## config.mk

```make
export PLATFORM = sky130hd
export DESIGN_NAME = apb_fifo_periph
export DESIGN_NICKNAME = d
export VERILOG_FILES = /design/src/rtl/apb_fifo_pkg.sv /design/src/rtl/apb_fifo_periph_fifo_core.sv /design/src/rtl/apb_fifo_periph.sv
export SDC_FILE = /design/constraint.sdc
export NUM_CORES = 1
export LEC_CHECK = 0
export CAP_MARGIN = 20
export CORE_ASPECT_RATIO = 1.4
export CORE_MARGIN = 3
export CORE_UTILIZATION = 30
export CTS_CLUSTER_SIZE = 12
export DETAILED_ROUTE_END_ITERATION = 12
export PLACE_DENSITY_LB_ADDON = 0.05
export SLEW_MARGIN = 15
export SYNTH_ARGS = -nofsm -noshare
export SYNTH_HDL_FRONTEND = slang
export SYNTH_HIERARCHICAL = 1
export SYNTH_SLANG_ARGS = --single-unit
export TNS_END_PERCENT = 30
```

## constraint.sdc

```tcl
create_clock -name PCLK -period 5.9 [get_ports PCLK]
set_input_delay 0.885 -clock PCLK [delete_from_list [all_inputs] [get_ports PCLK]]
set_output_delay 0.885 -clock PCLK [all_outputs]
set_load 0.05 [all_outputs]
```

## src/rtl/apb_fifo_pkg.sv

```systemverilog
// Shared definitions for the APB mailbox FIFO peripheral:
// register offsets, FSM states and status register bit positions.
package apb_fifo_pkg;

    localparam logic [3:0] CR_OFS     = 4'h0;
    localparam logic [3:0] SR_OFS     = 4'h4;
    localparam logic [3:0] DATA_OFS   = 4'h8;
    localparam logic [3:0] THRESH_OFS = 4'hC;

    typedef enum logic {
        IDLE,
        WAIT
    } state_t;

    localparam int SR_EMPTY_BIT = 0;
    localparam int SR_FULL_BIT  = 1;
    localparam int SR_OVF_BIT   = 2;
    localparam int SR_UNF_BIT   = 3;
    localparam int SR_CNT_LSB   = 8;
    localparam int SR_CNT_W     = 5;

endpackage

```

## src/rtl/apb_fifo_periph_fifo_core.sv

```systemverilog
// Synchronous FIFO with push/pop strobes; the head entry is always visible on rdata.
// Pushes when full and pops when empty are ignored here; the caller tracks the error flags.
module fifo_core #(
    parameter int DEPTH = 8,
    parameter int WIDTH = 32
) (
    input  logic                     clk,
    input  logic                     rst,
    input  logic                     push,
    input  logic                     pop,
    input  logic [WIDTH-1:0]         wdata,
    output logic [WIDTH-1:0]         rdata,
    output logic                     full,
    output logic                     empty,
    output logic [$clog2(DEPTH):0]   count
);

    localparam int PW = $clog2(DEPTH);
    localparam int CW = PW + 1;

    logic [WIDTH-1:0] mem [DEPTH];
    logic [PW-1:0]    wr_ptr;
    logic [PW-1:0]    rd_ptr;
    logic             do_push;
    logic             do_pop;

    assign empty   = (count == '0);
    assign full    = (count == CW'(DEPTH));
    assign do_push = push && !full;
    assign do_pop  = pop && !empty;
    assign rdata   = mem[rd_ptr];

    always_ff @(posedge clk) begin
        if (do_push) begin
            mem[wr_ptr] <= wdata;
        end
    end

    // Pointers are log2(DEPTH) wide so they wrap at DEPTH without explicit compare.
    always_ff @(posedge clk) begin
        if (rst) begin
            wr_ptr <= '0;
            rd_ptr <= '0;
            count  <= '0;
        end else begin
            if (do_push) begin
                wr_ptr <= wr_ptr + 1'b1;
            end
            if (do_pop) begin
                rd_ptr <= rd_ptr + 1'b1;
            end
            case ({do_push, do_pop})
                2'b10:   count <= count + 1'b1;
                2'b01:   count <= count - 1'b1;
                default: count <= count;
            endcase
        end
    end

endmodule

```

## src/rtl/apb_fifo_periph.sv

```systemverilog
// APB responder exposing a 32-bit mailbox FIFO with control, status and threshold registers.
// Every access completes after WAIT_STATES cycles of PREADY low.
module apb_fifo_periph
    import apb_fifo_pkg::*;
#(
    parameter int DEPTH       = 8,
    parameter int WAIT_STATES = 1
) (
    input  logic        PCLK,
    input  logic        PRESET,
    input  logic [3:0]  PADDR,
    input  logic        PWRITE,
    input  logic        PENABLE,
    input  logic [31:0] PWDATA,
    input  logic        PSEL,
    output logic [31:0] PRDATA,
    output logic        PREADY,
    output logic        irq
);

    localparam int          CW        = $clog2(DEPTH) + 1;
    localparam logic [2:0]  WAIT_LOAD = 3'(WAIT_STATES - 1);

    state_t         state;
    logic [2:0]     wait_cnt;
    logic           irq_en;
    logic [4:0]     thresh;
    logic           ovf;
    logic           unf;

    logic [31:0]    fifo_rdata;
    logic           fifo_full;
    logic           fifo_empty;
    logic [CW-1:0]  fifo_count;
    logic [4:0]     count_ext;
    logic [4:0]     thresh_eff;

    logic           access;
    logic           complete;
    logic           data_hit;
    logic           do_push;
    logic           do_pop;
    logic [31:0]    sr_val;
    logic [31:0]    rd_value;
    logic [31:0]    read_val;

    assign access    = PSEL && PENABLE;
    assign complete  = (state == WAIT) && PREADY && access;
    assign data_hit  = (PADDR == DATA_OFS);
    assign do_push   = complete && PWRITE && data_hit;
    assign do_pop    = complete && !PWRITE && data_hit;
    assign count_ext = 5'(fifo_count);
    assign thresh_eff = (thresh == 5'd0) ? 5'd1 : thresh;

    fifo_core #(
        .DEPTH (DEPTH),
        .WIDTH (32)
    ) u_fifo (
        .clk   (PCLK),
        .rst   (PRESET),
        .push  (do_push),
        .pop   (do_pop),
        .wdata (PWDATA),
        .rdata (fifo_rdata),
        .full  (fifo_full),
        .empty (fifo_empty),
        .count (fifo_count)
    );

    always_comb begin
        sr_val                             = '0;
        sr_val[SR_EMPTY_BIT]               = fifo_empty;
        sr_val[SR_FULL_BIT]                = fifo_full;
        sr_val[SR_OVF_BIT]                 = ovf;
        sr_val[SR_UNF_BIT]                 = unf;
        sr_val[SR_CNT_LSB +: SR_CNT_W]     = count_ext;

        rd_value = '0;
        case (PADDR)
            CR_OFS:     rd_value = {31'b0, irq_en};
            SR_OFS:     rd_value = sr_val;
            DATA_OFS:   rd_value = fifo_empty ? 32'h0 : fifo_rdata;
            THRESH_OFS: rd_value = {27'b0, thresh};
            default:    rd_value = '0;
        endcase

        read_val = PWRITE ? 32'h0 : rd_value;
    end

    // PRDATA is captured on the same edge that raises PREADY, so it is valid
    // exactly in the completing cycle; the FIFO head cannot move mid-transfer.
    always_ff @(posedge PCLK) begin
        if (PRESET) begin
            state    <= IDLE;
            wait_cnt <= '0;
            PREADY   <= 1'b0;
            PRDATA   <= '0;
        end else begin
            PREADY <= 1'b0;
            PRDATA <= '0;
            case (state)
                IDLE: begin
                    if (access) begin
                        state    <= WAIT;
                        wait_cnt <= WAIT_LOAD;
                        if (WAIT_LOAD == 3'd0) begin
                            PREADY <= 1'b1;
                            PRDATA <= read_val;
                        end
                    end
                end
                WAIT: begin
                    if (!access || PREADY) begin
                        state <= IDLE;
                    end else begin
                        wait_cnt <= wait_cnt - 1'b1;
                        if (wait_cnt == 3'd1) begin
                            PREADY <= 1'b1;
                            PRDATA <= read_val;
                        end
                    end
                end
                default: state <= IDLE;
            endcase
        end
    end

    always_ff @(posedge PCLK) begin
        if (PRESET) begin
            irq_en <= 1'b0;
            thresh <= '0;
            ovf    <= 1'b0;
            unf    <= 1'b0;
        end else begin
            if (complete && PWRITE) begin
                case (PADDR)
                    CR_OFS:     irq_en <= PWDATA[0];
                    THRESH_OFS: thresh <= PWDATA[4:0];
                    SR_OFS: begin
                        if (PWDATA[SR_OVF_BIT]) ovf <= 1'b0;
                        if (PWDATA[SR_UNF_BIT]) unf <= 1'b0;
                    end
                    default: ;
                endcase
            end
            if (do_push && fifo_full) begin
                ovf <= 1'b1;
            end
            if (do_pop && fifo_empty) begin
                unf <= 1'b1;
            end
        end
    end

    // A zero threshold acts as one, which the count != 0 term already guarantees.
    always_ff @(posedge PCLK) begin
        if (PRESET) begin
            irq <= 1'b0;
        end else begin
            irq <= irq_en && (count_ext >= thresh_eff) && (count_ext != 5'd0);
        end
    end

endmodule

```

==> key figures <==
Run status
  – Status: completed

Worst setup path
  – Worst setup path class: input pin to flip-flop
  – CP Capture Type: flip-flop
  – Largest fanout on the critical path: 22
  – Type of origin of the critical path: input pin
  – Crit path DAT: 4.18 ns
  – Worst path slowest cell: clkdlybuf4s50_1
  – R2r setup slk: 2.83 ns
  – Worst R2R Start: state
  – Slowest stage delay, CP: 0.62 ns
  – Reg2reg end: u_fifo/mem[2][0]
  – Path depth of the worst reg2reg path: 6
  – Crit path capture: u_fifo/mem[2][0]
  – Critical Path RT: 6.06 ns
  – Beginning of the critical path: PADDR[2]
  – Worst path cell trace: clkdlybuf4s50_1, or4b_4, nor3_1, nand2_1, or2_2, nor2_4, buf_4

Floorplan
  – Num rows: 86
  – Die ar.: 43,210 um^2
  – Ports: 75
  – Core ar.: 39,810 um^2
  – Die Wd: 176.6 um
  – Die span in y: 244.8 um
  – Initial Util: 30.69%

Route
  – Drt wl/cell: 21.57 um
  – Initial DRC Count: 281
  – Vias per inst: 4.705
  – Post-route DRC: 0
  – Pre-Repair DR Iteration Count: 5
  – Drt total wl: 27.38 mm
  – Vias: 5,971
  – Routed Antenna Nets: 0

Pwr
  – Leak pwr: 4.688 nW
  – Power Dens Cells: 305.4 nW/um^2
  – Max IR drop VDD: 178.7 uV
  – Tot Pwr: 4.476 mW

Logic synthesis
  – Ys async rst share: 0%
  – Post-synthesis adder-cell area fraction: 1.127%
  – Main combinational cell family by area after synthesis: multiplexers
  – Seq/Total Area, Yosys: 72.59%
  – Post-synthesis compound-gate area fraction: 1.854%
  – Synth top area share: 62.93%
  – Synth top area cells: edfxtp_1 (63%), dfxtp_1 (9.7%), mux4_2 (6.8%), mux4_1 (5.8%), mux2_2 (1.9%)
  – Synth Area in Simple Gates: 5.029%
  – Avg Cell Area, Syn: 19.80 um^2
  – Syn Nets: 669
  – Multiplexer share of the synthesized area: 17.14%
  – Yosys warns: 6
  – XOR/XNOR share of the synthesized area: 0.4302%
  – Synth area leader: edfxtp_1
  – Count of flip-flops with a built-in enable after synthesis: 256
  – Post-Syn Area: 12,220 um^2
  – Cell count after synthesis: 617
  – Number of synthesized register bits: 315
  – Prevailing post-synth register cell: edfxtp_1
  – Post-synth cell types: 48

Clocking
  – Post_cts resized: 0
  – Clock Latency Late Sink: 0.51 ns
  – Clock Tree Root: clkbuf_16
  – Setup bufs post-CTS: 0
  – CTS tree: built
  – Clk sink count: 315
  – Hold Buf Count CTS: 0
  – CTS Buffer Depth: 3
  – H-Tree Depth: 2
  – CTS Buf Count: 35
  – CTS clk-pin slew, worst paths: 0.05 ns

Cells and area
  – Post-layout util: 36.81%
  – Commonest cells after routing, fill and taps aside: edfxtp_1 (256), clkdlybuf4s50_1 (74), dfxtp_1 (56), clkbuf_16 (37), mux4_2 (37)
  – Syn-to-layout area delta: 19.96%
  – N_diodes: 0
  – Commonest non-fill, non-tap cell in the layout: edfxtp_1
  – Final nets: 768
  – Fraction of layout cells with a size suffix above 1: 20.51%

Timing
  – Fin. Hold Viols: 0
  – Final setup fails: 0
  – Skew final: 0.01011 ns
  – Setup total negative slack: 0 ns
  – Slew Limit Fails: 0
  – Hold Worst Slack: 0.4992 ns
  – Worst-margin pin slew: 0.9383 ns
  – Period minus WS final: 4.025 ns
  – Max transition margin: 37.44%
  – Max Fclk: 0.2484 GHz
  – Period utilization: 68.23%
  – Unrepaired setup endpoints after global routing: no

Place
  – Port Buf Inserts: 74
  – Detail Placement HPWL: 15.93 mm
  – Gpl congestion: 0.7420

Global route
  – Antenna violations before repair: 0
  – First-pass GRT wire length: 41.29 mm
  – Largest net degree at the start of global routing: 42
  – Vias in the first global route: 6,476
  – Grt total ovfl: 0
  – Overall Global Routing Usage: 12.83%

Min path
  – Hold WC Path Type: flip-flop to flip-flop

Run
  – # Max-Cap Violations: 0
==> registers in the layout, indices dropped and copies added, names as in the netlist, named ones only <==
signal and count:
thresh 5, u_fifo/mem 256, state 1, wait_cnt 3, ovf 1, u_fifo/wr_ptr 3
irq 1, irq_en 1, u_fifo/count 4, PREADY 1, PRDATA 32, unf 1
u_fifo/rd_ptr 3
==> layer usage <==
| metal | up-vias | part of all wire (%) | global-route usage, % |
|---|---|---|---|
| met5 | - | 0 | 0 |
| li1 | 2684 | - | - |
| met3 | 56 | 3.5 | 2.399 |
| met4 | 0 | 2.6 | 3.977 |
| met2 | 120 | 54 | 23.90 |
| met1 | 3111 | 40 | 14.82 |
==> how the worst min path moves through the flow <==
stage | startpoint | endpoint | slack, ns | cells past startpoint
floorplan | wait_cnt[1] | wait_cnt[1] | 0.46 | 2
global placement | wait_cnt[1] | wait_cnt[1] | 0.48 | 2
detailed placement | u_fifo/wr_ptr[0] | u_fifo/wr_ptr[0] | 0.50 | 2
CTS | u_fifo/wr_ptr[0] | u_fifo/wr_ptr[0] | 0.50 | 2
global route | u_fifo/wr_ptr[0] | u_fifo/wr_ptr[0] | 0.53 | 2
finish | u_fifo/wr_ptr[0] | u_fifo/wr_ptr[0] | 0.50 | 2
==> cell type report <==
type	count	area (um^2)
Fill cell	3724	25160
Sequential cell	315	8875
Multi-Input combinational cell	266	3181
Clock buffer	54	1020
Timing Repair Buffer	88	845.8
Tap cell	528	660.6
Inverter	10	37.54
Clock inverter	8	36.28
==> cell families after synthesis <==
kind of cell,count (synthesis)
buffers and inverters,36
multiplexers,109
AND/OR/NAND/NOR,109
adder cells (fa/ha/maj),11
AO/OA/AOI/OAI,31
XOR/XNOR,6
flip-flops,315
==> power by group <==
part / switching (mW) / internal [mW]
clock: 0.820 / 1.19
sequential: 0.00137 / 2.40
combinational: 0.0402 / 0.0284
total: 0.861 / 3.61
==> cells in the mapped netlist (2+ instances only) <==
cell / n
edfxtp_1: 256
dfxtp_1: 59
nor2_1: 38
mux4_2: 37
mux4_1: 27
and2_1: 24
mux2_2: 21
mux2_4: 15
ha_1: 11
inv_1: 10
mux2i_1: 9
a21oi_1: 8
a22oi_1: 8
buf_6: 8
clkbuf_1: 7
nand2_1: 7
nor3_1: 7
o21ai_0: 6
buf_2: 5
nand3_1: 5
nand4_1: 5
xor2_1: 5
nand2b_1: 4
a32oi_1: 3
buf_1: 3
nor2b_1: 2
nor3b_1: 2
nor4_1: 2
nor4b_1: 2
or2_2: 2
or4b_4: 2
==> through the flow <==
step | area (um^2) | setup slack [ns] | std cells
6_report | 14660 | 1.875 | 1269
2_1_floorplan | 12220 | 0.8285 | 617
5_1_grt | 14660 | 1.653 | 1269
4_1_cts | 14660 | 1.900 | 1269
3_5_place_dp | 13600 | 1.366 | 1207
3_3_place_gp | 13600 | 1.410 | 1207
==> worst max-delay path: cells and delay by family <==
kind | cells | cell delay (ns)
simple gates | 5 | 2.17
buf+inv | 2 | 1.09
Note: power is estimated with default switching activity, not from simulation.
